File: config.mk
export PLATFORM = sky130hd
export DESIGN_NAME = vga_rect_writer
export DESIGN_NICKNAME = d
export VERILOG_FILES = /design/src/rtl/vga_rect_writer.sv
export SDC_FILE = /design/constraint.sdc
export NUM_CORES = 1
export LEC_CHECK = 0
export BUFFER_PORTS_ARGS = -buffer_cell sky130_fd_sc_hd__buf_2
export CAP_MARGIN = 20
export CORE_ASPECT_RATIO = 0.9
export CORE_MARGIN = 8
export CORE_UTILIZATION = 40
export CTS_CLUSTER_DIAMETER = 60
export DETAILED_ROUTE_END_ITERATION = 8
export PLACE_DENSITY = 0.66
export SYNTH_ARGS = -nofsm -noshare
export SYNTH_HDL_FRONTEND = slang
export SYNTH_SLANG_ARGS = --single-unit
File: constraint.sdc
create_clock -name vga_clock -period 7.8 [get_ports vga_clock]
set_clock_uncertainty 0.05 [all_clocks]
set_input_delay 0.39 -clock vga_clock [delete_from_list [all_inputs] [get_ports vga_clock]]
set_output_delay 0.39 -clock vga_clock [all_outputs]
set_load 0.03 [all_outputs]
File: src/rtl/vga_rect_writer.sv
// rtl/vga_rect_writer.sv - filled-rectangle write engine for the VGA framebuffer
//
// Accepts one axis-aligned rectangle per valid/ready handshake, clips it to the
// screen and writes one dot per clock in raster order. The address layout is
// y*XMAX + x, which is the layout the scan-out side reads.
//
// Optional feature macro: VGA_RECT_WRITER_CLEAR_EN (adds clear port + CLEAR state)
//
// Ports:
//   vga_clock   in   1   sole clock
//   resetn      in   1   asynchronous active-low reset
//   cmd_valid   in   1   command offered
//   cmd_ready   out  1   engine idle and accepting
//   cmd_x       in   XW  left column
//   cmd_y       in   YW  top row
//   cmd_w       in   XW  width in dots
//   cmd_h       in   YW  height in dots
//   cmd_colour  in   CW  fill colour
//   mem_address out  AW  write address
//   mem_data    out  CW  write data
//   mem_wren    out  1   write enable
//   busy        out  1   command in progress
//   done        out  1   one-cycle completion pulse
//   clear       in   1   full-screen clear request (VGA_RECT_WRITER_CLEAR_EN only)
module vga_rect_writer #(
    parameter string RESOLUTION              = "320x240",
    parameter int    BITS_PER_COLOUR_CHANNEL = 1,
    parameter string MONOCHROME              = "FALSE",
    localparam bit   LORES = (RESOLUTION == "160x120"),
    localparam int   XW    = LORES ? 8 : 9,
    localparam int   YW    = LORES ? 7 : 8,
    localparam int   AW    = LORES ? 15 : 17,
    localparam int   CW    = (MONOCHROME == "TRUE") ? 1 : 3 * BITS_PER_COLOUR_CHANNEL
) (
    input  logic          vga_clock,
    input  logic          resetn,
    input  logic          cmd_valid,
    output logic          cmd_ready,
    input  logic [XW-1:0] cmd_x,
    input  logic [YW-1:0] cmd_y,
    input  logic [XW-1:0] cmd_w,
    input  logic [YW-1:0] cmd_h,
    input  logic [CW-1:0] cmd_colour,
    output logic [AW-1:0] mem_address,
    output logic [CW-1:0] mem_data,
    output logic          mem_wren,
    output logic          busy,
`ifdef VGA_RECT_WRITER_CLEAR_EN
    input  logic          clear,
`endif
    output logic          done
);

    localparam int XMAX = LORES ? 160 : 320;
    localparam int YMAX = LORES ? 120 : 240;
    localparam logic [XW:0] XMAX_W = (XW+1)'(XMAX);
    localparam logic [YW:0] YMAX_W = (YW+1)'(YMAX);
`ifdef VGA_RECT_WRITER_CLEAR_EN
    localparam logic [AW-1:0] LAST_ADDR = AW'(XMAX * YMAX - 1);
`endif

`ifdef VGA_RECT_WRITER_CLEAR_EN
    typedef enum logic [1:0] {IDLE, FILL, FINISH, CLEAR} state_t;
`else
    typedef enum logic [1:0] {IDLE, FILL, FINISH} state_t;
`endif

    state_t        state;
    logic          ready_q;
    logic [XW-1:0] x0, ew, cx;
    logic [YW-1:0] y0, eh, cy;

    // Row base by shift-add: 320 = 256 + 64, 160 = 128 + 32. Sums are kept one
    // bit wider than the address; clipping keeps the result below XMAX*YMAX.
    function automatic logic [AW-1:0] pix_addr(input logic [XW-1:0] x, input logic [YW-1:0] y);
        logic [AW:0] ye;
        logic [AW:0] xe;
        logic [AW:0] sum;
        ye = {{(AW+1-YW){1'b0}}, y};
        xe = {{(AW+1-XW){1'b0}}, x};
        if (LORES)
            sum = (ye << 7) + (ye << 5) + xe;
        else
            sum = (ye << 8) + (ye << 6) + xe;
        return sum[AW-1:0];
    endfunction

    // Clipping of the offered command, evaluated at capture.
    logic [XW:0]   x_room;
    logic [YW:0]   y_room;
    logic [XW-1:0] cap_ew;
    logic [YW-1:0] cap_eh;
    logic          cap_empty;

    always_comb begin
        x_room    = XMAX_W - {1'b0, cmd_x};
        y_room    = YMAX_W - {1'b0, cmd_y};
        cap_ew    = ({1'b0, cmd_w} < x_room) ? cmd_w : x_room[XW-1:0];
        cap_eh    = ({1'b0, cmd_h} < y_room) ? cmd_h : y_room[YW-1:0];
        cap_empty = ({1'b0, cmd_x} >= XMAX_W) || ({1'b0, cmd_y} >= YMAX_W) ||
                    (cap_ew == '0) || (cap_eh == '0);
    end

    // Coordinates of the dot following the one currently on the write port.
    logic          last_col, last_row;
    logic [XW-1:0] nx;
    logic [YW-1:0] ny;

    always_comb begin
        last_col = (cx == ew - 1'b1);
        last_row = (cy == eh - 1'b1);
        nx       = last_col ? x0 : x0 + cx + 1'b1;
        ny       = last_col ? y0 + cy + 1'b1 : y0 + cy;
    end

    // A pending clear takes priority over a command, so the handshake is masked.
`ifdef VGA_RECT_WRITER_CLEAR_EN
    assign cmd_ready = ready_q & ~clear;
`else
    assign cmd_ready = ready_q;
`endif

    logic cmd_accept;
    assign cmd_accept = cmd_valid & cmd_ready;

    always_ff @(posedge vga_clock or negedge resetn) begin
        if (!resetn) begin
            state       <= IDLE;
            ready_q     <= 1'b0;
            busy        <= 1'b0;
            done        <= 1'b0;
            mem_wren    <= 1'b0;
            mem_address <= '0;
            mem_data    <= '0;
            x0          <= '0;
            y0          <= '0;
            ew          <= '0;
            eh          <= '0;
            cx          <= '0;
            cy          <= '0;
        end else begin
            done <= 1'b0;
            case (state)
                IDLE: begin
`ifdef VGA_RECT_WRITER_CLEAR_EN
                    if (clear) begin
                        state       <= CLEAR;
                        ready_q     <= 1'b0;
                        busy        <= 1'b1;
                        mem_address <= '0;
                        mem_data    <= '0;
                        mem_wren    <= 1'b1;
                    end else
`endif
                    if (cmd_accept) begin
                        x0      <= cmd_x;
                        y0      <= cmd_y;
                        ew      <= cap_ew;
                        eh      <= cap_eh;
                        cx      <= '0;
                        cy      <= '0;
                        ready_q <= 1'b0;
                        busy    <= 1'b1;
                        if (cap_empty) begin
                            // Nothing visible: report completion without writing.
                            state <= FINISH;
                            done  <= 1'b1;
                        end else begin
                            state       <= FILL;
                            mem_address <= pix_addr(cmd_x, cmd_y);
                            mem_data    <= cmd_colour;
                            mem_wren    <= 1'b1;
                        end
                    end else begin
                        ready_q <= 1'b1;
                    end
                end
                FILL: begin
                    if (last_col && last_row) begin
                        state    <= FINISH;
                        mem_wren <= 1'b0;
                        done     <= 1'b1;
                    end else begin
                        cx          <= last_col ? '0 : cx + 1'b1;
                        cy          <= last_col ? cy + 1'b1 : cy;
                        mem_address <= pix_addr(nx, ny);
                    end
                end
                FINISH: begin
                    state   <= IDLE;
                    busy    <= 1'b0;
                    ready_q <= 1'b1;
                end
`ifdef VGA_RECT_WRITER_CLEAR_EN
                CLEAR: begin
                    if (mem_address == LAST_ADDR) begin
                        state    <= FINISH;
                        mem_wren <= 1'b0;
                        done     <= 1'b1;
                    end else begin
                        mem_address <= mem_address + 1'b1;
                    end
                end
`endif
                default: begin
                    state    <= IDLE;
                    busy     <= 1'b0;
                    mem_wren <= 1'b0;
                end
            endcase
        end
    end

endmodule

==> results_dict.tcl <==
set metrics [dict create \
    max_freq_ghz 0.185 \
    synth.avg_cell_area_sq_um 8.66 \
    drive_gt1_share_pct 14.9 \
    tns_ps 0 \
    first_iter_violations 339 \
    layout_commonest_cell "nand2_1" \
    grt.total_usage_pct 16.6 \
    die_w_microns 150 \
    place_ws_ps 2370 \
    ys_seq_elements 77 \
    io_pins 64 \
    dp_cells 995 \
    drt-pass1-iter-count 4 \
    yosysWarningCount 0 \
    synth.top_cell.area_share_pct 29.6 \
    slew-limit-headroom_pct 56.1 \
    grt_pass1_wl_microns 27300 \
    initial_utilization_pct 40.6 \
    yosys-top-cells-area "dfrtp_1, ha_1, nand2_1" \
    area_growth_pct 12.1 \
    numPortBuffers 63 \
    cts_tree "done" \
    final_cell_mix "nand2_1, dfrtp_1, ha_1" \
    fp-row-count 44 \
    tightest_slew_ps 657 \
    ant_nets 0 \
    cts_resized 0 \
    viasPerCell 5.35 \
    cts-buffers-inserted 9 \
    dieArea_sq_mm 0.0206 \
    place.gp.congestion 0.856 \
    cp-end-kind "register" \
    synth_flop_cell "dfrtp_1" \
    rsz0062_at_grt "false" \
    syn_inst 752 \
    post-route-period-util_pct 69.5 \
    synth_edf_count 0 \
    period_minus_slack_ps 5420 \
    diodes 0 \
    die_y_microns 137 \
    hp-class "in2reg" \
    synth-seq-area-share_pct 29.6 \
    root_buffer "clkbuf_16" \
    arrival_ps 5610 \
    ys_types 70 \
    clk_latency_ps 350 \
    final_util_pct 45.5 \
    synth_top_area_cell "dfrtp_1" \
    crit_type "reg2reg" \
    finalMaxSlewViolations 0 \
    grt_pass1_vias 5266 \
    vdd_drop_max_v 0.000151 \
    whs_ps 220 \
    drt-wirelength-per-cell_microns 15.9 \
    remaining_drc_errors 0 \
    cp_max_fo 16 \
    status "finished, final reports clean" \
    setup_viol 0 \
    clock_sinks 77 \
    async_flop_share_pct 100 \
    worst_slack_ps 2380 \
    dp_hpwl_microns 12100 \
    wl_microns 16100 \
    grt_overflow 0 \
    power.density_mw_per_mm2 392 \
    fin_nets 914 \
    grt_max_degree 78 \
    hold_violations 0 \
    cts.clk_slew.worst_paths_ps 60 \
    cts_max_path_buffers 2 \
    maxCapViolations 0 \
    p_leak_nw 3.44 \
    synth_nets 865 \
    synthesis.area_sq_mm 0.00651 \
    startpoint_type "register" \
    layoutNonFillerInstCount 1013 \
    core-area_sq_mm 0.0160 \
    antenna_found_initial 1 \
    clock_tree.htree_level_count 3 \
    vias 5416 \
    cp_data_required_time_ps 7990 \
]
-- power breakdown --
part	internal, mW	switching (mW)	total (mW)
Combinational	0.750	0.973	1.72
Sequential	0.571	0.163	0.735
Clock	0.223	0.180	0.403
-- through the flow --
stage          cell area (sq um)  power, mW
2_1_floorplan               6510       2.07
3_3_place_gp                6980       2.44
3_5_place_dp                6980       2.45
4_1_cts                     7260       2.88
5_1_grt                     7300       3.13
6_report                    7300       2.86
-- final cells by class --
class,instances,area [sq um]
Clock inverter,6,38.8
Inverter,33,124
Fill cell,1566,8720
Timing Repair Buffer,69,385
Multi-Input combinational cell,611,4320
Clock buffer,10,239
Sequential cell,77,1930
Tap cell,207,259
-- cells by family (layout without fill, tap and decap cells) --
kind of cell,count (synthesis),after routing,share of synthesized area (%)
multiplexers,34,34,5.94
buffers and inverters,64,118,4.11
flip-flops,77,77,29.6
AND/OR/NAND/NOR,273,273,20.0
adder cells (fa/ha/maj),73,73,14.7
XOR/XNOR,66,66,9.17
AO/OA/AOI/OAI,165,165,16.5
-- state kept, by name (all words and copies together), names as in the netlist --
name,flops
busy,1
cmd_ready,1
cx,9
cy,8
done,1
eh,8
ew,9
mem_address,17
mem_data,3
mem_wren,1
state,2
x0,9
y0,8
-- per-layer routing --
metal | routed length, microns | track usage (%)
met5 | 11 | 0
met1 | 8090 | 22.7
met3 | 695 | 3.74
met2 | 7160 | 25.8
met4 | 190 | 4.71
-- cells in the mapped netlist (all sizes together) (3+ instances only) --
cell,count
a211o,3
dfrtp,77
nand3,19
nor3,15
a21o,8
nor2,54
o31ai,5
xor2,25
or2,4
and3,8
fa,6
mux2,19
or3,5
nor2b,12
nand4,12
ha,67
clkbuf,22
inv,33
a211oi,9
a2111oi,3
a31oi,6
o211ai,9
and2,4
nand2,116
xnor2,41
o21bai,5
nand2b,8
mux2i,15
buf,9
o31a,5
a21oi,29
nor4,5
o21a,6
o21ai,61
-- final timing paths --
kind / startpoint / endpoint / cells after the start / slack [ps]
worst max-delay path: ew[0] / mem_address[14] / 18 / 2380
worst min-delay path: cmd_colour[0] / mem_data[0] / 2 / 220
worst max register to register: ew[0] / mem_address[14] / 18 / 2380
worst min register to register: y0[2] / y0[2] / 2 / 440
max in group asynchronous: resetn / eh[7] / 3 / 6670
min in group asynchronous: resetn / mem_address[1] / 2 / 440
-- worst max-delay path, cell delays in order, from the launching register on --
cell       delay (ps)
dfrtp_1           430
inv_1              80
ha_1              190
or3b_4            400
or3_4             350
a2111oi_4         360
and4_1            660
nand2_1           140
xnor2_1           290
fa_1              490
ha_1              330
a211oi_1          250
nor2_1             90
o31a_1            260
o21a_1            180
or3_1             300
nand3_1            80
o21ai_0            70
mux2_1            300
-- what timing repair did --
item / in CTS / in global routing
setup buffers: 0 / 0
hold endpoints to repair: 0 / 23
hold buffers: 0 / 1
(Power assumes the default switching activity.)
